`src/rtl/mem_loader_pkg.sv`:
```
// Shared definitions for the host-driven memory loader: FSM states,
// host command codes, watchdog default and small decode helpers.
package mem_loader_pkg;

  typedef enum logic [3:0] {
    ST_IDLE    = 4'd0,
    ST_I_LEN   = 4'd1,
    ST_I_DATA  = 4'd2,
    ST_D_AH    = 4'd3,
    ST_D_AL    = 4'd4,
    ST_D_LH    = 4'd5,
    ST_D_LL    = 4'd6,
    ST_D_DATA  = 4'd7,
    ST_RUN_RST = 4'd8,
    ST_RUN     = 4'd9,
    ST_DONE    = 4'd10
  } ld_state_e;

  localparam logic [7:0]  CMD_LOAD_I = 8'h01;
  localparam logic [7:0]  CMD_LOAD_D = 8'h02;
  localparam logic [7:0]  CMD_RUN    = 8'h03;

  localparam logic [19:0] WDOG_CYCLES_DEFAULT = 20'hFFFFF;

  // States in which the loader is listening to the host byte stream.
  function automatic logic state_accepts(input ld_state_e st);
    logic acc;
    case (st)
      ST_IDLE, ST_I_LEN, ST_I_DATA, ST_D_AH, ST_D_AL,
      ST_D_LH, ST_D_LL, ST_D_DATA: acc = 1'b1;
      default:                     acc = 1'b0;
    endcase
    return acc;
  endfunction

  // True for the three command bytes the loader understands.
  function automatic logic is_command(input logic [7:0] b);
    return (b == CMD_LOAD_I) || (b == CMD_LOAD_D) || (b == CMD_RUN);
  endfunction

endpackage

```
`src/rtl/mem_loader_wdog.sv`:
```
// Run watchdog: counts enabled cycles and flags the cycle in which the
// run reaches its budget, so a run lasts exactly LIMIT enabled cycles.
// LIMIT = 0 disables expiry.
module mem_loader_wdog
  import mem_loader_pkg::*;
#(
  parameter logic [19:0] LIMIT = WDOG_CYCLES_DEFAULT
) (
  input  logic clk_in,
  input  logic reset,
  input  logic clear,
  input  logic enable,
  output logic expire
);

  logic [19:0] count_r;
  logic [20:0] count_next_s;

  assign count_next_s = {1'b0, count_r} + 21'd1;

  // Cycle counter: cleared outside a run, saturates instead of wrapping.
  always_ff @(posedge clk_in) begin
    if (reset) begin
      count_r <= 20'd0;
    end else if (clear) begin
      count_r <= 20'd0;
    end else if (enable && (count_r != 20'hFFFFF)) begin
      count_r <= count_next_s[19:0];
    end else begin
      count_r <= count_r;
    end
  end

  // Expiry fires in the enabled cycle whose increment reaches the budget.
  always_comb begin
    expire = 1'b0;
    if (enable && (LIMIT != 20'd0) && (count_next_s == {1'b0, LIMIT})) begin
      expire = 1'b1;
    end else begin
      expire = 1'b0;
    end
  end

endmodule

```
`src/rtl/mem_loader.sv`:
```
// Host byte-stream loader: fills instruction and data RAM, then runs the
// CPU under a watchdog and reports done / err / timeout to the host.
module mem_loader
  import mem_loader_pkg::*;
#(
  parameter logic [19:0] WDOG_CYCLES = WDOG_CYCLES_DEFAULT
) (
  input  logic        clk_in,
  input  logic        reset,
  input  logic        rx_valid,
  input  logic [7:0]  rx_data,
  output logic        rx_ready,
  output logic        inst_w,
  output logic [7:0]  inst_addr,
  output logic [7:0]  inst_din,
  output logic        data_w,
  output logic [15:0] data_addr,
  output logic [7:0]  data_din,
  output logic        mem_own,
  output logic        cpu_enable,
  output logic        cpu_reset,
  input  logic        cpu_finish,
  output logic        done,
  output logic        err,
  output logic        timeout
);

  ld_state_e   state_r;
  ld_state_e   state_s;
  logic        accept_s;
  logic        in_run_s;
  logic        wdog_expire_s;
  logic [16:0] cnt_r;
  logic [15:0] ptr_r;

  // Handshake and ownership decode. Reset overrides combinationally so the
  // RAM ports and CPU are safe during the reset cycle itself.
  assign in_run_s   = (state_r == ST_RUN);
  assign rx_ready   = state_accepts(state_r) & ~reset;
  assign accept_s   = rx_valid & rx_ready;
  assign mem_own    = ~in_run_s | reset;
  assign cpu_reset  = ~in_run_s | reset;
  assign cpu_enable = in_run_s & ~reset;

  mem_loader_wdog #(
    .LIMIT (WDOG_CYCLES)
  ) u_wdog (
    .clk_in (clk_in),
    .reset  (reset),
    .clear  (~in_run_s),
    .enable (in_run_s),
    .expire (wdog_expire_s)
  );

  // FSM state register.
  always_ff @(posedge clk_in) begin
    if (reset) begin
      state_r <= ST_IDLE;
    end else begin
      state_r <= state_s;
    end
  end

  // Next-state logic: protocol sequencing and run termination.
  always_comb begin
    state_s = state_r;
    case (state_r)
      ST_IDLE: begin
        if (accept_s) begin
          if (rx_data == CMD_LOAD_I) begin
            state_s = ST_I_LEN;
          end else if (rx_data == CMD_LOAD_D) begin
            state_s = ST_D_AH;
          end else if (rx_data == CMD_RUN) begin
            state_s = ST_RUN_RST;
          end else begin
            state_s = ST_IDLE;
          end
        end else begin
          state_s = ST_IDLE;
        end
      end
      ST_I_LEN: begin
        if (accept_s) begin
          state_s = ST_I_DATA;
        end else begin
          state_s = ST_I_LEN;
        end
      end
      ST_I_DATA, ST_D_DATA: begin
        if (accept_s && (cnt_r == 17'd1)) begin
          state_s = ST_IDLE;
        end else begin
          state_s = state_r;
        end
      end
      ST_D_AH: begin
        if (accept_s) begin
          state_s = ST_D_AL;
        end else begin
          state_s = ST_D_AH;
        end
      end
      ST_D_AL: begin
        if (accept_s) begin
          state_s = ST_D_LH;
        end else begin
          state_s = ST_D_AL;
        end
      end
      ST_D_LH: begin
        if (accept_s) begin
          state_s = ST_D_LL;
        end else begin
          state_s = ST_D_LH;
        end
      end
      ST_D_LL: begin
        if (accept_s) begin
          // A zero-length data load carries no payload bytes.
          if ({cnt_r[15:8], rx_data} == 16'h0000) begin
            state_s = ST_IDLE;
          end else begin
            state_s = ST_D_DATA;
          end
        end else begin
          state_s = ST_D_LL;
        end
      end
      ST_RUN_RST: begin
        state_s = ST_RUN;
      end
      ST_RUN: begin
        // Finish wins over a simultaneous watchdog expiry.
        if (cpu_finish || wdog_expire_s) begin
          state_s = ST_DONE;
        end else begin
          state_s = ST_RUN;
        end
      end
      ST_DONE: begin
        state_s = ST_IDLE;
      end
      default: begin
        state_s = ST_IDLE;
      end
    endcase
  end

  // Load datapath: byte counter, address pointer and registered RAM writes.
  // Strobes are single-cycle pulses in the cycle after the byte is accepted.
  always_ff @(posedge clk_in) begin
    if (reset) begin
      cnt_r     <= 17'd0;
      ptr_r     <= 16'h0000;
      inst_w    <= 1'b0;
      inst_addr <= 8'h00;
      inst_din  <= 8'h00;
      data_w    <= 1'b0;
      data_addr <= 16'h0000;
      data_din  <= 8'h00;
    end else begin
      inst_w <= 1'b0;
      data_w <= 1'b0;
      if (accept_s) begin
        case (state_r)
          ST_I_LEN: begin
            cnt_r <= (rx_data == 8'h00) ? 17'd256 : {9'd0, rx_data};
            ptr_r <= 16'h0000;
          end
          ST_I_DATA: begin
            inst_w    <= 1'b1;
            inst_addr <= ptr_r[7:0];
            inst_din  <= rx_data;
            ptr_r     <= ptr_r + 16'd1;
            cnt_r     <= cnt_r - 17'd1;
          end
          ST_D_AH: begin
            ptr_r[15:8] <= rx_data;
          end
          ST_D_AL: begin
            ptr_r[7:0] <= rx_data;
          end
          ST_D_LH: begin
            cnt_r <= {1'b0, rx_data, 8'h00};
          end
          ST_D_LL: begin
            cnt_r <= {1'b0, cnt_r[15:8], rx_data};
          end
          ST_D_DATA: begin
            data_w    <= 1'b1;
            data_addr <= ptr_r;
            data_din  <= rx_data;
            ptr_r     <= ptr_r + 16'd1;
            cnt_r     <= cnt_r - 17'd1;
          end
          default: begin
            cnt_r <= cnt_r;
          end
        endcase
      end else begin
        cnt_r <= cnt_r;
      end
    end
  end

  // Sticky status flags: cleared by any command byte, set by a bad command
  // or by the end of a run.
  always_ff @(posedge clk_in) begin
    if (reset) begin
      done    <= 1'b0;
      err     <= 1'b0;
      timeout <= 1'b0;
    end else if ((state_r == ST_IDLE) && accept_s) begin
      done    <= 1'b0;
      timeout <= 1'b0;
      err     <= ~is_command(rx_data);
    end else if (in_run_s) begin
      if (cpu_finish) begin
        done <= 1'b1;
      end else if (wdog_expire_s) begin
        timeout <= 1'b1;
      end else begin
        done <= done;
      end
    end else begin
      done <= done;
    end
  end

endmodule

```
`config.mk`:
```
export PLATFORM = sky130hd
export DESIGN_NAME = mem_loader
export DESIGN_NICKNAME = d
export VERILOG_FILES = /design/src/rtl/mem_loader_pkg.sv /design/src/rtl/mem_loader_wdog.sv /design/src/rtl/mem_loader.sv
export SDC_FILE = /design/constraint.sdc
export NUM_CORES = 1
export LEC_CHECK = 0
export ABC_CLOCK_PERIOD_IN_PS = 2200
export CORE_MARGIN = 5
export CORE_UTILIZATION = 51
export CTS_BUF_LIST = sky130_fd_sc_hd__clkbuf_16
export CTS_CLUSTER_DIAMETER = 60
export DETAILED_ROUTE_END_ITERATION = 16
export PLACE_DENSITY = 0.84
export SETUP_SLACK_MARGIN = 0.3
export SLEW_MARGIN = 20
export SYNTH_ARGS = -nofsm -noshare
export SYNTH_HDL_FRONTEND = slang
export SYNTH_SLANG_ARGS = --single-unit
export TNS_END_PERCENT = 20
```
`constraint.sdc`:
```
create_clock -name clk_in -period 2.2 [get_ports clk_in]
set_input_delay 0.33 -clock clk_in [delete_from_list [all_inputs] [get_ports clk_in]]
set_output_delay 0.33 -clock clk_in [all_outputs]
set_load 0.02 [all_outputs]
```
==> results of run 1 <==
[cells by family (layout without fill, tap and decap cells)]
| group | count (synthesis) | in the layout | share of synthesized area (%) |
|---|---|---|---|
| AOI/OAI and AO/OA | 175 | 175 | 21.4 |
| and+or+nand+nor | 306 | 306 | 27.9 |
| adders and majority gates | 5 | 5 | 1.23 |
| DFF | 102 | 102 | 40.1 |
| xor gates and xnor gates | 28 | 28 | 4.82 |
| buffers and inverters | 59 | 153 | 4.53 |
[final cells by class]
cell class                 count  area [µm²]  share of cell area, %
sequential                   102        2080                   31.2
timing repair buffer         116        1040                   15.6
clock buffer                   9         225                   3.38
tap                          133         166                   2.50
multi-input combinational    514        2990                   44.9
inverter                      20        78.8                   1.18
timing repair inverter         1        5.00                 0.0752
clock inverter                 7        78.8                   1.18
[how the worst max path moves through the flow]
stage                 startpoint                end  slack, ns  cells after the start
2_1_floorplan  u_wdog.count_r[0]         state_r[0]       0.23                      7
3_3_place_gp   u_wdog.count_r[0]  u_wdog.count_r[7]       0.04                      7
3_5_place_dp   u_wdog.count_r[0]  u_wdog.count_r[7]      -0.03                      7
4_1_cts        u_wdog.count_r[0]         state_r[0]       0.13                      7
5_1_grt        u_wdog.count_r[8]            timeout       0.02                      5
6_report       u_wdog.count_r[8]         state_r[0]       0.12                      5
[state kept, by name, indices dropped and copies added, names as in the netlist]
signal and flops:
cnt_r 17, inst_addr 8, inst_din 8, inst_w 1, err 1, data_addr 16, data_w 1, ptr_r 16
timeout 1, u_wdog.count_r 20, state_r 4, done 1, data_din 8
[power by group]
group	internal, µW	switching, µW
sequential	1840	1.28
clock	899	743
combinational	48.0	82.3
[stage by stage]
| stage | cells | area, µm² | utilization [%] | power [µW] |
|---|---|---|---|---|
| 2_1_floorplan | 675 | 5130 | - | 1940 |
| 3_3_place_gp | 868 | 6040 | 62.1 | 2010 |
| 3_5_place_dp | 868 | 6040 | 62.1 | 2010 |
| 4_1_cts | 892 | 6440 | 66.2 | 3620 |
| 5_1_grt | 902 | 6660 | 68.4 | 3730 |
| 6_report | 902 | 6660 | 68.4 | 3620 |
[worst max-delay path: stages (launching register included)]
cell and delay [ns]:
dfxtp_4 0.36, nand4_1 0.21, or4_1 0.57, or4_1 0.42
nand4bb_4 0.23, a21o_1 0.18
[placed cells by master, fill, tap and decap left out, drive strengths merged, types with 2 or more instances in the layout]
cell type      instances
nor3                  21
dfxtp                102
a2bb2oi                2
nand2b                 7
or4                    6
xor2                  11
a32o                   4
a311oi                 2
a31o                   2
ha                     5
nand3b                 3
and3                   3
a32oi                  3
nor2                  70
and2                   3
or3                    2
nand2                133
a21o                   2
clkinv                 3
buf                   58
nor2b                  7
nor4                  11
a2111o                 2
nor3b                  5
a21boi                 4
xnor2                 17
a211oi                 7
a221oi                 5
inv                   22
clkdlybuf4s50         55
nand4                 11
clkbuf                 9
nand3                 19
o31ai                  5
a31oi                  6
a22oi                 13
clkinvlp               2
o21ai                 36
a21oi                 72
clkdlybuf4s15          2
[repair_timing]
action | 4_1_cts | 5_1_grt
pin swaps | 4 | 6
resized for setup | 24 | 40
setup buffers | 8 | 8
setup endpoints to repair | 45 | 87
gates cloned | 0 | 2
hold endpoints to repair | 0 | 0
[layer usage]
metal / vias up / global-route usage (%)
met4: 0 / 13.2
met2: 240 / 40.3
met5: - / 0
met3: 58 / 3.88
met1: 2537 / 29.1
li1: 2549 / -
==> flow_metrics.py, run 1 <==
metrics = {
    "power_and_ir_drop": {
        "leakage_uw": 0.00228,
        "vdd_drop_max_uv": 431,
        "power_per_standard_cell_area_nw_per_um2": 543,
    },
    "sta": {
        "tightest_slew_ns": 0.743,
        "slew_violations": 0,
        "finalSetupTns_ns": 0,
        "final-setup-viol-count": 0,
        "fin_skew_ns": 0.00882,
        "min_period_over_period_pct": 94.6,
        "max_clock_freq_ghz": 0.481,
        "post-route-worst-setup-slack_ns": 0.119,
        "max-slew-margin-rel_pct": 50.4,
        "fin_crit_ns": 2.08,
        "timing.hold.ws_ns": 0.355,
        "timing.final.hold_violations": 0,
        "setup_repair_after_global_routing_missed_its_margin": "true",
    },
    "cts": {
        "cts_max_level": 3,
        "tritoncts_sink_count": 102,
        "clkLatencyLatePin_ns": 0.35,
        "ctsLongestPathBuffers": 2,
        "number_of_clock_buffers_inserted_by_tritoncts": 9,
        "cts_hold_buffers": 0,
        "tritoncts": "built",
        "ctsRootBufferMaster": "clkbuf_16",
        "worst_setup_hold_path_clk_slew_ns": 0.07,
    },
    "global_route": {
        "grt_start_max_net_pins": 74,
        "grt.total_usage_pct": 24.0,
        "grt-ovfl-total": 0,
        "grt_first_pass_wirelength_um": 23300,
        "number_of_antenna_violations_at_the_first_check_in_global_routing": 0,
        "vias_in_the_first_global_route": 5059,
    },
    "drt": {
        "initialDrtViolationCount": 415,
        "via_count": 5384,
        "finalWirelength_um": 14700,
        "maxUsedRoutingLayer": "met4",
        "wire_per_inst_um": 16.3,
        "viasPerCell": 5.97,
        "route.met2.wl_um": 7330,
        "met1_length_um": 5650,
        "drc": 0,
        "met3RoutedLength_um": 1130,
        "drt_pass1_iterations": 5,
        "detail-route-antenna-nets": 0,
    },
    "floorplan": {
        "floorplan.initialDensity_pct": 52.3,
        "die_h_um": 110,
        "ios": 61,
        "die-area_um2": 12100,
        "fp-row-count": 36,
        "core_um2": 9730,
        "floorplan.die.width_um": 110,
    },
    "yosys": {
        "synth_edf_count": 0,
        "ys_top_cells_by_count": "nand2_1 (133), dfxtp_1 (102), a21oi_1 (72), nor2_1 (70), o21ai_0 (36)",
        "yosysTopAreaCell": "dfxtp_1",
        "yosys_most_used_dff": "dfxtp_1",
        "synth_top_cell_area_share_pct": 40.1,
        "syn-mean-instance-area_um2": 7.54,
        "post_synth_num_cell_types": 59,
        "yosys.cell_count.top_type": "nand2_1",
        "ys_ff_latch": 102,
        "syn-num-nets": 692,
        "post_synth_main_area_contributors": "dfxtp_1 (40%), nand2_1 (9.8%), a21oi_1 (7.1%), nor2_1 (5.2%), o21ai_0 (3.5%)",
        "synth-warning-count": 0,
        "yosysSeqAreaShare_pct": 40.1,
        "synth_area_um2": 5090,
        "synth-async-reset-ratio_pct": 0,
        "post_synth_inst_count": 675,
    },
    "critical_path": {
        "worstSetupEndpointType": "register",
        "critical_path.max_fanout": 5,
        "r2r-start": "u_wdog.count_r[8]",
        "timing.setup.critical_path_class": "reg2reg",
        "reg2reg_slack_ns": 0.12,
        "ff2ff_path_depth": 5,
        "worstReg2RegEnd": "state_r[0]",
        "worst_ep_arrival_time_ns": 2.33,
        "startpoint_type": "register",
        "worstPathRequired_ns": 2.45,
    },
    "finish": {
        "area_growth_pct": 30.9,
        "antenna-diode-count": 0,
        "n_fill_cell": 772,
        "fin_nets": 781,
        "share_of_post_route_cells_with_drive_strength_above_1_pct": 17.8,
    },
    "placed_design": {
        "gpl.final_weighted_congestion": 0.917,
        "detailedPlace.worstSlack_ns": -0.0320,
        "number_of_input_and_output_port_buffers_inserted": 60,
        "hpwl_um": 9710,
    },
    "run": {
        "count_of_max_cap_constraint_violations": 0,
    },
    "run_status": {
        "run_status": "finished clean",
    },
    "hold_path": {
        "timing.hold.worst.start": "reset",
        "min-delay-path-class": "in2reg",
        "holdPathStages": 2,
        "min_delay_worst_endpoint": "state_r[3]",
    },
}
Note: power is estimated with default switching activity, not from simulation.
==> inputs of run 2 (changes only) <==
--- a/config.mk
+++ b/config.mk
@@ -7,11 +7,12 @@
 export LEC_CHECK = 0
 export ABC_CLOCK_PERIOD_IN_PS = 2200
 export CORE_MARGIN = 5
-export CORE_UTILIZATION = 51
+export CORE_UTILIZATION = 52
 export CTS_BUF_LIST = sky130_fd_sc_hd__clkbuf_16
 export CTS_CLUSTER_DIAMETER = 60
 export DETAILED_ROUTE_END_ITERATION = 16
-export PLACE_DENSITY = 0.84
+export DONT_BUFFER_PORTS = 1
+export PLACE_DENSITY = 0.77
 export SETUP_SLACK_MARGIN = 0.3
 export SLEW_MARGIN = 20
 export SYNTH_ARGS = -nofsm -noshare
==> constraint.sdc (replaced) <==
create_clock -name clk_in -period 2.2 [get_ports clk_in]
set_input_delay 0.44 -clock clk_in [delete_from_list [all_inputs] [get_ports clk_in]]
set_output_delay 0.44 -clock clk_in [all_outputs]
set_load 0.02 [all_outputs]
==> flow_metrics.py, run 2 (same netlist as run 1, synthesis figures left out) <==
metrics = {
    "cts": {
        "worst_setup_hold_path_clk_slew_ns": 0.07,
        "ctsRootBufferMaster": "clkbuf_16",
        "number_of_clock_buffers_inserted_by_tritoncts": 9,
        "tritoncts": "built",
        "clkLatencyLatePin_ns": 0.34,
        "ctsLongestPathBuffers": 2,
        "cts_hold_buffers": 0,
        "tritoncts_sink_count": 102,
        "cts_max_level": 3,
    },
    "floorplan": {
        "die-area_um2": 11900,
        "core_um2": 9640,
        "ios": 61,
        "die_h_um": 109,
        "fp-row-count": 36,
        "floorplan.die.width_um": 109,
        "floorplan.initialDensity_pct": 52.8,
    },
    "placed_design": {
        "hpwl_um": 9350,
        "number_of_input_and_output_port_buffers_inserted": 0,
        "place.detailed.instances": 803,
        "gpl.final_weighted_congestion": 0.872,
        "placed_cell_area_um2": 5380,
    },
    "finish": {
        "area_growth_pct": 15.4,
        "max_reg_flops": 20,
        "fin_nets": 703,
        "layout_top_registers": "u_wdog.count_r: 20 flops, cnt_r: 17 flops",
        "layout_common_cells": "nand2_1 (130), dfxtp_1 (89), a21oi_1 (71)",
        "layout_commonest_cell": "nand2_1",
        "top_register": "u_wdog.count_r",
        "stdcell_area_um2": 5870,
        "share_of_post_route_cells_with_drive_strength_above_1_pct": 15.1,
        "final_cell_count_no_fill": 824,
        "antenna-diode-count": 0,
    },
    "power_and_ir_drop": {
        "power_per_standard_cell_area_nw_per_um2": 589,
        "vdd_drop_max_uv": 430,
        "leakage_uw": 0.00195,
    },
    "drt": {
        "wire_per_inst_um": 17.0,
        "drc": 0,
        "finalWirelength_um": 14000,
        "via_count": 4965,
        "viasPerCell": 6.03,
        "drt_pass1_iterations": 6,
        "detail-route-antenna-nets": 0,
        "initialDrtViolationCount": 520,
    },
    "sta": {
        "final-setup-viol-count": 0,
        "timing.final.hold_violations": 0,
        "max_clock_freq_ghz": 0.482,
        "slew_violations": 0,
        "fin_crit_ns": 2.08,
        "tightest_slew_ns": 0.615,
        "max-slew-margin-rel_pct": 59.0,
        "min_period_over_period_pct": 94.3,
        "finalSetupTns_ns": 0,
        "fin_skew_ns": 0.0105,
        "setup_repair_after_global_routing_missed_its_margin": "true",
    },
    "global_route": {
        "vias_in_the_first_global_route": 4606,
        "number_of_antenna_violations_at_the_first_check_in_global_routing": 0,
        "grt_first_pass_wirelength_um": 22500,
        "grt-ovfl-total": 0,
        "grt_start_max_net_pins": 85,
        "grt.total_usage_pct": 23.7,
    },
    "critical_path": {
        "timing.setup.critical_path_class": "reg2reg",
        "worstPathRequired_ns": 2.43,
        "path_cells": "and2b_2 -> nand3b_4 -> or4_1 -> or4_1 -> nand4bb_4 -> a21o_1",
        "critical_path_buf_inv_count": 0,
        "family_with_the_most_delay_on_the_worst_path": "simple AND/OR/NAND/NOR gates",
        "startpoint_type": "register",
        "critical_path.slowest_cell": "or4_1",
        "worst_ep_arrival_time_ns": 2.31,
        "crit_path_max_incr_delay_ns": 0.51,
        "critical_path.most_common_cell": "or4_1",
        "critical_path.max_fanout": 3,
        "worstSetupEndpointType": "register",
    },
    "run": {
        "count_of_max_cap_constraint_violations": 0,
    },
    "hold_path": {
        "min-delay-path-class": "in2reg",
    },
    "run_status": {
        "run_status": "finished clean",
    },
}
-- run 2: layer usage --
metal / up-vias / track usage, % / share of wire [%]
met2: 210 / 38.0 / 46
li1: 2391 / - / -
met4: 0 / 8.57 / 2.5
met3: 29 / 5.39 / 8.7
met1: 2335 / 31.1 / 42
met5: - / 0 / 0
-- run 2: metrics by stage --
step                      hold slack [ns]  setup slack, ns  util (%)  power (µW)
after global routing                0.149           0.0975      60.9        3560
after CTS                           0.156            0.124      59.5        3480
after global placement              0.463           0.0680      55.8        1930
after detailed placement            0.478          -0.0324      55.8        1930
final                               0.157            0.125      60.9        3460
after floorplan                     0.445            0.129         -        1940
-- run 2: worst reg2reg max path, stage by stage, from the launching register on --
cell       delay (ns)
dfxtp_2          0.32
and2b_2          0.23
nand3b_4         0.08
or4_1            0.51
or4_1            0.42
nand4bb_4        0.23
a21o_1           0.18
-- run 2: area by class of cell --
class / instances / area (µm²)
repair buffers: 39 / 300
flip-flops and latches: 102 / 2060
well taps: 133 / 166
clock buffers: 9 / 225
inverters: 20 / 82.6
multi-input cells: 514 / 2970
fillers: 870 / 3770
clock inverters: 7 / 68.8
-- run 2: what timing repair did --
action                     in CTS  in global routing
setup endpoints to repair      59                 83
setup buffers                   2                  3
pin swaps                       4                  3
resized for setup              21                 26
-- run 2: power breakdown --
group	internal, µW	total (µW)	switching, µW
Combinational	17.5	39.0	21.5
Sequential	1840	1850	3.25
Clock	794	1570	775
Total	2660	3460	799
-- run 2: final timing paths --
check,from,endpoint,slack (ns),cells after the start
max,state_r[2],state_r[0],0.12,6
min,reset,state_r[2],0.16,1
min reg2reg,ptr_r[11],data_addr[11],0.48,2
max reg2reg,state_r[2],state_r[0],0.12,6
==> inputs of run 3 (changes only) <==
--- a/config.mk
+++ b/config.mk
@@ -7,12 +7,12 @@
 export LEC_CHECK = 0
 export ABC_CLOCK_PERIOD_IN_PS = 2200
 export CORE_MARGIN = 5
-export CORE_UTILIZATION = 52
+export CORE_UTILIZATION = 32
 export CTS_BUF_LIST = sky130_fd_sc_hd__clkbuf_16
 export CTS_CLUSTER_DIAMETER = 60
 export DETAILED_ROUTE_END_ITERATION = 16
 export DONT_BUFFER_PORTS = 1
-export PLACE_DENSITY = 0.77
+export PLACE_DENSITY = 0.54
 export SETUP_SLACK_MARGIN = 0.3
 export SLEW_MARGIN = 20
 export SYNTH_ARGS = -nofsm -noshare
==> flow_metrics.py, run 3 (same netlist as run 1, synthesis figures left out) <==
metrics = {
    "cts": {
        "ctsLongestPathBuffers": 2,
        "tritoncts_sink_count": 102,
        "worst_setup_hold_path_clk_slew_ns": 0.07,
        "number_of_clock_buffers_inserted_by_tritoncts": 9,
        "tritoncts": "built",
        "clkLatencyLatePin_ns": 0.35,
        "cts_hold_buffers": 0,
        "ctsRootBufferMaster": "clkbuf_16",
        "cts_max_level": 3,
    },
    "critical_path": {
        "startpoint_type": "register",
        "timing.setup.critical_path_class": "reg2reg",
        "r2r-start": "u_wdog.count_r[0]",
        "worstPathRequired_ns": 2.45,
        "worstSetupEndpointType": "register",
        "worst_ep_arrival_time_ns": 2.29,
        "reg2reg_slack_ns": 0.15,
        "ff2ff_path_depth": 8,
        "worstReg2RegEnd": "state_r[0]",
        "critical_path.max_fanout": 6,
    },
    "drt": {
        "drt_pass1_iterations": 6,
        "viasPerCell": 5.37,
        "wire_per_inst_um": 16.5,
        "detail-route-antenna-nets": 0,
        "via_count": 4933,
        "initialDrtViolationCount": 413,
        "finalWirelength_um": 15100,
        "drc": 0,
    },
    "finish": {
        "layout_top_registers": "u_wdog.count_r: 20 flops, cnt_r: 17 flops",
        "n_fill_cell": 1607,
        "antenna-diode-count": 0,
        "multiInputGateArea_um2": 2950,
        "layout_common_cells": "nand2_1 (131), dfxtp_1 (89), a21oi_1 (72)",
        "max_reg_flops": 20,
        "top_register": "u_wdog.count_r",
        "seqCellArea_um2": 2060,
        "share_of_post_route_cells_with_drive_strength_above_1_pct": 15.9,
        "area_growth_pct": 19.0,
        "fin_nets": 715,
        "layout_commonest_cell": "nand2_1",
    },
    "sta": {
        "fin_skew_ns": 0.0105,
        "max-slew-margin-rel_pct": 70.0,
        "setup_repair_after_global_routing_missed_its_margin": "true",
        "finalSetupTns_ns": 0,
        "min_period_over_period_pct": 93.1,
        "post-route-worst-setup-slack_ns": 0.151,
        "tightest_slew_ns": 0.449,
        "fin_crit_ns": 2.05,
        "slew_violations": 0,
        "max_clock_freq_ghz": 0.488,
        "timing.final.hold_violations": 0,
        "final-setup-viol-count": 0,
    },
    "global_route": {
        "grt-ovfl-total": 0,
        "number_of_antenna_violations_at_the_first_check_in_global_routing": 0,
        "vias_in_the_first_global_route": 4422,
        "grt_start_max_net_pins": 85,
        "grt.total_usage_pct": 15.7,
        "grt_first_pass_wirelength_um": 23100,
    },
    "placed_design": {
        "gpl.final_weighted_congestion": 0.861,
        "hpwl_um": 10300,
        "number_of_input_and_output_port_buffers_inserted": 0,
        "detailedPlace.worstSlack_ns": 0.0726,
    },
    "power_and_ir_drop": {
        "vdd_drop_max_uv": 327,
        "leakage_uw": 0.00200,
        "power_per_standard_cell_area_nw_per_um2": 560,
    },
    "floorplan": {
        "ios": 61,
        "floorplan.initialDensity_pct": 32.4,
        "die_h_um": 136,
        "floorplan.die.width_um": 136,
        "die-area_um2": 18500,
        "core_um2": 15700,
        "fp-row-count": 46,
    },
    "hold_path": {
        "min-delay-path-class": "in2reg",
        "holdPathStages": 1,
        "min_delay_worst_endpoint": "cnt_r[14]",
        "timing.hold.worst.start": "reset",
    },
    "run": {
        "count_of_max_cap_constraint_violations": 0,
    },
    "run_status": {
        "run_status": "finished clean",
    },
}
[run 3: cell count changes in the layout (fill, tap and decap cells not counted), sizes merged]
cell,before,now
inv,20,21
buf,39,49
clkinvlp,2,3
[run 3: worst max-delay path, cell delays in order, from the launching register on]
cell       delay, ns
dfxtp_1         0.32
buf_4           0.16
inv_1           0.06
ha_1            0.14
nand3_1         0.08
or4_1           0.39
or4_1           0.41
nand4bb_4       0.22
a21o_1          0.17
[run 3: power breakdown]
part | internal (µW) | total (µW) | switching [µW]
Clock | 770 | 1500 | 731
Combinational | 18.3 | 39.6 | 21.4
Sequential | 1850 | 1850 | 3.14
[run 3: worst max-delay path by stage]
stage | startpoint | endpoint | slack (ns) | cells after the start
2_1_floorplan | state_r[2] | state_r[0] | 0.13 | 6
3_3_place_gp | u_wdog.count_r[10] | state_r[0] | 0.11 | 6
3_5_place_dp | u_wdog.count_r[10] | state_r[0] | 0.07 | 6
5_1_grt | u_wdog.count_r[0] | state_r[0] | 0.02 | 8
4_1_cts | state_r[2] | state_r[0] | 0.16 | 6
6_report | u_wdog.count_r[0] | state_r[0] | 0.15 | 8
[run 3: metal layers]
layer / vias to the layer above / global-route usage, % / part of all wire (%)
met5: - / 0 / 0
met4: 0 / 6.77 / 2.9
met1: 2304 / 18.7 / 41
li1: 2419 / - / -
met2: 170 / 26.0 / 48
met3: 40 / 5.00 / 7.4
[run 3: repair_timing]
action	4_1_cts	5_1_grt
pin swaps	3	6
gates cloned	0	2
resized for setup	11	35
buffers inserted	4	4
setup endpoints to repair	17	83
[run 3: area by class of cell]
cell class              count  area share [%]
well taps                 216            4.47
flip-flops and latches    102            34.1
multi-input cells         514            48.8
repair inverters            2           0.165
repair buffers             49            6.60
inverters                  20            1.43
clock buffers               9            3.72
clock inverters             7           0.786
[run 3: metrics by stage]
| step | total power (µW) | std cells | util, % | cell area [µm²] | hold WS, ns |
|---|---|---|---|---|---|
| 6_report | 3390 | 919 | 38.5 | 6050 | 0.154 |
| 5_1_grt | 3500 | 919 | 38.5 | 6050 | 0.141 |
| 4_1_cts | 3430 | 913 | 37.4 | 5880 | 0.140 |
| 3_5_place_dp | 1930 | 893 | 35.3 | 5550 | 0.463 |
| 3_3_place_gp | 1930 | 893 | 35.3 | 5550 | 0.463 |
| 2_1_floorplan | 1940 | 675 | - | 5110 | 0.445 |
